[config.mk]
export PLATFORM = sky130hd
export DESIGN_NAME = balance_mlp_classifier
export DESIGN_NICKNAME = d
export VERILOG_FILES = /design/src/rtl/balance_mlp_classifier.sv
export SDC_FILE = /design/constraint.sdc
export NUM_CORES = 1
export LEC_CHECK = 0
export BUFFER_PORTS_ARGS = -buffer_cell sky130_fd_sc_hd__clkbuf_2
export CAP_MARGIN = 25
export CORE_MARGIN = 2
export CORE_UTILIZATION = 50
export DETAILED_ROUTE_END_ITERATION = 10
export GPL_ROUTABILITY_DRIVEN = 1
export GPL_TIMING_DRIVEN = 0
export PLACE_DENSITY = 0.67
export SLEW_MARGIN = 15
export SYNTH_ARGS = -nofsm -noshare
export SYNTH_HDL_FRONTEND = slang
export SYNTH_SLANG_ARGS = --single-unit
[constraint.sdc]
create_clock -name clk -period 5.5 [get_ports clk]
set_input_delay 0.275 -clock clk [delete_from_list [all_inputs] [get_ports clk]]
set_output_delay 0.275 -clock clk [all_outputs]
set_load 0.02 [all_outputs]
[src/rtl/balance_mlp_classifier.sv]
// Fixed-weight two-layer integer MLP for the Balance-scale task, two register stages.
// Optional ADC_LSB_DROP_EN clears bit 0 of every feature to model a 3-bit ADC.
module balance_mlp_classifier #(
   parameter int NUM_A    = 4,
   parameter int WIDTH_A  = 4,
   parameter int OUTWIDTH = 2
) (
   input  logic                       clk,
   input  logic                       rst,
   input  logic                       in_valid,
   input  logic [NUM_A*WIDTH_A-1:0]   inp,
   output logic [OUTWIDTH-1:0]        out,
   output logic                       out_valid
);

   localparam int D_W = WIDTH_A + 3;
   localparam int S_W = D_W + 2;
   localparam int H_W = D_W;

   function automatic logic [H_W-1:0] relu(input logic signed [S_W-1:0] s);
      relu = s[S_W-1] ? '0 : s[H_W-1:0];
   endfunction

   function automatic logic [OUTWIDTH-1:0] argmax3(input logic [H_W-1:0] c0,
                                                   input logic [H_W-1:0] c1,
                                                   input logic [H_W-1:0] c2);
      if (c0 >= c1 && c0 >= c2)
         argmax3 = OUTWIDTH'(0);
      else if (c1 >= c2)
         argmax3 = OUTWIDTH'(1);
      else
         argmax3 = OUTWIDTH'(2);
   endfunction

   logic [WIDTH_A-1:0]        x_p0 [NUM_A];
   logic signed [D_W-1:0]     d_p0;
   logic signed [S_W-1:0]     d_ext_p0;
   logic signed [S_W-1:0]     s0_p0, s1_p0;

   logic [H_W-1:0]            h0_p1_q, h0_p1_d;
   logic [H_W-1:0]            h1_p1_q, h1_p1_d;
   logic                      vld_p1_q, vld_p1_d;
   logic [OUTWIDTH-1:0]       cls_p2_q, cls_p2_d;
   logic                      vld_p2_q, vld_p2_d;

   // Stage 0: feature unpack and layer 1
   always_comb begin
      for (int k = 0; k < NUM_A; k++) begin
`ifdef ADC_LSB_DROP_EN
         x_p0[k] = {inp[k*WIDTH_A+1 +: WIDTH_A-1], 1'b0};
`else
         x_p0[k] = inp[k*WIDTH_A +: WIDTH_A];
`endif
      end
   end

   assign d_p0 = $signed({3'b000, x_p0[0]}) + $signed({3'b000, x_p0[1]})
               - $signed({3'b000, x_p0[2]}) - $signed({3'b000, x_p0[3]});
   assign d_ext_p0 = {{(S_W-D_W){d_p0[D_W-1]}}, d_p0};
   assign s0_p0 = (d_ext_p0 <<< 1) + d_ext_p0 - S_W'(1);
   assign s1_p0 = S_W'(0) - (d_ext_p0 <<< 1) - d_ext_p0 - S_W'(1);

   always_comb begin
      h0_p1_d  = h0_p1_q;
      h1_p1_d  = h1_p1_q;
      vld_p1_d = in_valid;
      if (in_valid) begin
         h0_p1_d = relu(s0_p0);
         h1_p1_d = relu(s1_p0);
      end
   end

   // Stage 1 -> 2: layer 2 with constant bias neuron, then argmax
   always_comb begin
      cls_p2_d = cls_p2_q;
      vld_p2_d = vld_p1_q;
      if (vld_p1_q)
         cls_p2_d = argmax3(h0_p1_q, H_W'(1), h1_p1_q);
   end

   always_ff @(posedge clk) begin
      h0_p1_q <= h0_p1_d;
      h1_p1_q <= h1_p1_d;
      if (rst) begin
         vld_p1_q <= 1'b0;
         vld_p2_q <= 1'b0;
         cls_p2_q <= '0;
      end else begin
         vld_p1_q <= vld_p1_d;
         vld_p2_q <= vld_p2_d;
         cls_p2_q <= cls_p2_d;
      end
   end

   assign out       = cls_p2_q;
   assign out_valid = vld_p2_q;

endmodule

==> impl_metrics.ini <==
[timing]
worst_slack_ns = 0.7239
finalCritPeriodShare = 0.8684
rsz0062_at_grt = no
setup_viol = 0
skew_ns = 0.003713
hold_violations = 0
setup-tns-final_ns = 0
max_freq_mhz = 209.4
fin_hold_ws_ns = 0.2262
min_period_ns = 4.776
slew_violations = 0
slew_headroom = 0.5042
tightestPinTransition_ns = 0.7374

[die]
core-area_um2 = 3606
dieArea_um2 = 4206
die_w_um = 64.86
initial_utilization = 0.5135
num_rows = 22
io_pins = 22
die_height_um = 64.86

[finish]
synthToLayoutAreaGrowth_pct = 11.35
fin_area_um2 = 2062
seqCellArea_um2 = 500.5
nets = 275
multi_input_area_um2 = 1197
drive_gt1_frac = 0.1455
nFillCells = 338
antenna_cells = 0

[logic_synthesis]
netlist_area_um2 = 1852
yosys_warnings = 0
yosysTopAreaCellShare = 0.2270
syn_inst = 195
synth_top_area_cell = edfxtp_1
syn_nets = 249
ys_seq_area_frac = 0.2703
synth_area_leaders = edfxtp_1, ha_1, inv_1, fa_1, xnor2_1
ys_seq_elements = 18
synth_edf_count = 14
synth_cell_type_count = 39
syn_avg_cell_area_um2 = 9.496
synthArstFlopShare = 0
synth_flop_cell = edfxtp_1

[power]
combPwrFrac = 0.731
p_leak_uw = 0.001029
swShare = 0.4349
p_switching_uw = 571.2
irDropWorstVdd_mv = 0.2307
p_int_uw = 742.4
seq_power_share = 0.201
p_per_area_nw_per_um2 = 637.1
clkPwrFrac = 0.068

[drt]
ant_nets = 0
viasPerCell = 5.108
drtIter0Drc = 23
vias = 1369
dr.pass1.iters = 4
drc = 0
detail_route.wl_per_cell_um = 11.66
wl_um = 3126

[setup_path]
path_max_fanout = 6
crit_path_frequent_cell = inv_1
criticalPathCategory = input port to flop
worstPathRequired_ns = 5.47
crit_buf_inv = 6
cp_top_family = adder cells
cp_slowest_cell = a211oi_1
cp-end-kind = flop
arrival_ns = 4.75
crit_path_cell_trace = clkbuf_2 -> inv_1 -> fa_1 -> inv_1 -> fa_1 -> inv_1 -> fa_1 -> xnor2_1 -> inv_1 -> ha_1 -> inv_1 -> ha_1 -> a21o_1 -> a21oi_1 -> o21bai_1 -> a21o_1 -> a211oi_1 -> nor3_1
start_kind = input port
cp_slowest_stage_delay_ns = 0.61

[cts]
post-cts-setup-buffers = 0
ctsResizeCount = 0
clock_sinks = 18
clk-insertion-delay-late_ns = 0.25
cts_hold_buf = 0
cts.reportedPaths.clkPinSlew_ns = 0.06
root_buffer = clkbuf_8
tritoncts = done
htreeDepth = 1
numCtsBuffers = 3
clockBufferDepth = 2

[grt]
grt_pass1_wl_um = 5685
grt_overflow = 0
antenna_found_initial = 0
grt_usage = 0.1702
grt_max_degree = 16
grt_pass1_vias = 1400

[placement]
hpwl_um = 2814
place_congestion = 0.7765
dp_worst_setup_slack_ns = 0.4261
post_dp_cell_area_um2 = 2017
port_buffers = 21

[job]
cap_violations = 0

[min_path]
hold_class = input port to flop

[status]
status = finished clean
Yosys cell counts (2+ instances only):
| library cell | instances |
|---|---|
| nor2_1 | 7 |
| a21o_1 | 7 |
| edfxtp_1 | 14 |
| a21o_2 | 2 |
| fa_1 | 5 |
| o21bai_1 | 3 |
| a211oi_1 | 2 |
| mux2i_1 | 2 |
| xor2_1 | 3 |
| o211ai_1 | 2 |
| o21a_1 | 3 |
| dfxtp_1 | 4 |
| nor2b_1 | 4 |
| xnor2_1 | 10 |
| nand2_1 | 5 |
| a21oi_1 | 13 |
| and2_1 | 5 |
| nor3_1 | 10 |
| inv_1 | 40 |
| o21ai_0 | 3 |
| and3_1 | 3 |
| nor4_1 | 2 |
| ha_1 | 30 |
placed cells by master (no fill, tap or decap), drive strengths merged, types with 2 or more instances in the layout:
master and instances:
a211oi 3, a21o 9, a21oi 13, and2 5, and3 3, clkbuf 25, dfxtp 4, edfxtp 14
fa 5, ha 30, inv 40, mux2i 2, nand2 5, nor2 7, nor2b 5, nor3 10
nor4 2, o211ai 2, o21a 3, o21ai 3, o21bai 3, xnor2 10, xor2 4
metrics by stage:
stage,std cells,utilization,power (µW)
2_1_floorplan,195,-,1049
3_3_place_gp,264,0.5593,1185
3_5_place_dp,264,0.5593,1236
4_1_cts,268,0.5718,1331
5_1_grt,268,0.5718,1473
6_report,268,0.5718,1314
sequential cells by signal, indices dropped and copies added, names as in the netlist:
| signal | cells |
|---|---|
| out_valid | 1 |
| out | 2 |
| h1_p1_q | 7 |
| h0_p1_q | 7 |
| vld_p1_q | 1 |
worst paths after layout:
check	from	to	slack, ns	cells after the start
setup / recovery	inp[1]	h0_p1_q[3]	0.72	18
hold / removal	rst	out[1]	0.23	2
setup reg to reg	h0_p1_q[0]	out[0]	3.77	8
hold reg to reg	out[1]	out[1]	0.53	2
power groups by stage:
stage               logic, µW  clock network, µW  registers [µW]
CTS                       975               91.8             264
detailed placement        969                  0             267
finish                    960               89.7             264
global placement          920                  0             265
global route             1110               97.7             269
floorplan                 788                  0             261
layout make-up:
type / count / area share
clock buffer: 3 / 0.02002
sequential: 18 / 0.2427
clock inverter: 1 / 0.001820
timing repair buffer: 21 / 0.05097
multi-input combinational: 136 / 0.5807
inverter: 40 / 0.07282
tap: 48 / 0.02913
buffer: 1 / 0.001820
logic make-up after synthesis:
group | Yosys count | synth area share
buffers and inverters | 41 | 0.08310
AO/OA/AOI/OAI | 43 | 0.1757
XOR/XNOR | 15 | 0.08243
multiplexers | 2 | 0.01081
flip-flops | 18 | 0.2703
AND/OR/NAND/NOR | 41 | 0.1209
adder cells (fa/ha/maj) | 35 | 0.2568
routing by layer:
metal | wire, µm | part of all wire | GRT usage | vias to the layer above
met1 | 1258 | 0.40 | 0.1705 | 628
met5 | 0 | 0 | 0 | -
met4 | 34 | 0.011 | 0.03989 | 0
met3 | 93 | 0.030 | 0.02257 | 5
li1 | - | - | - | 715
met2 | 1741 | 0.56 | 0.3582 | 21
Note: power is estimated with default switching activity, not from simulation.
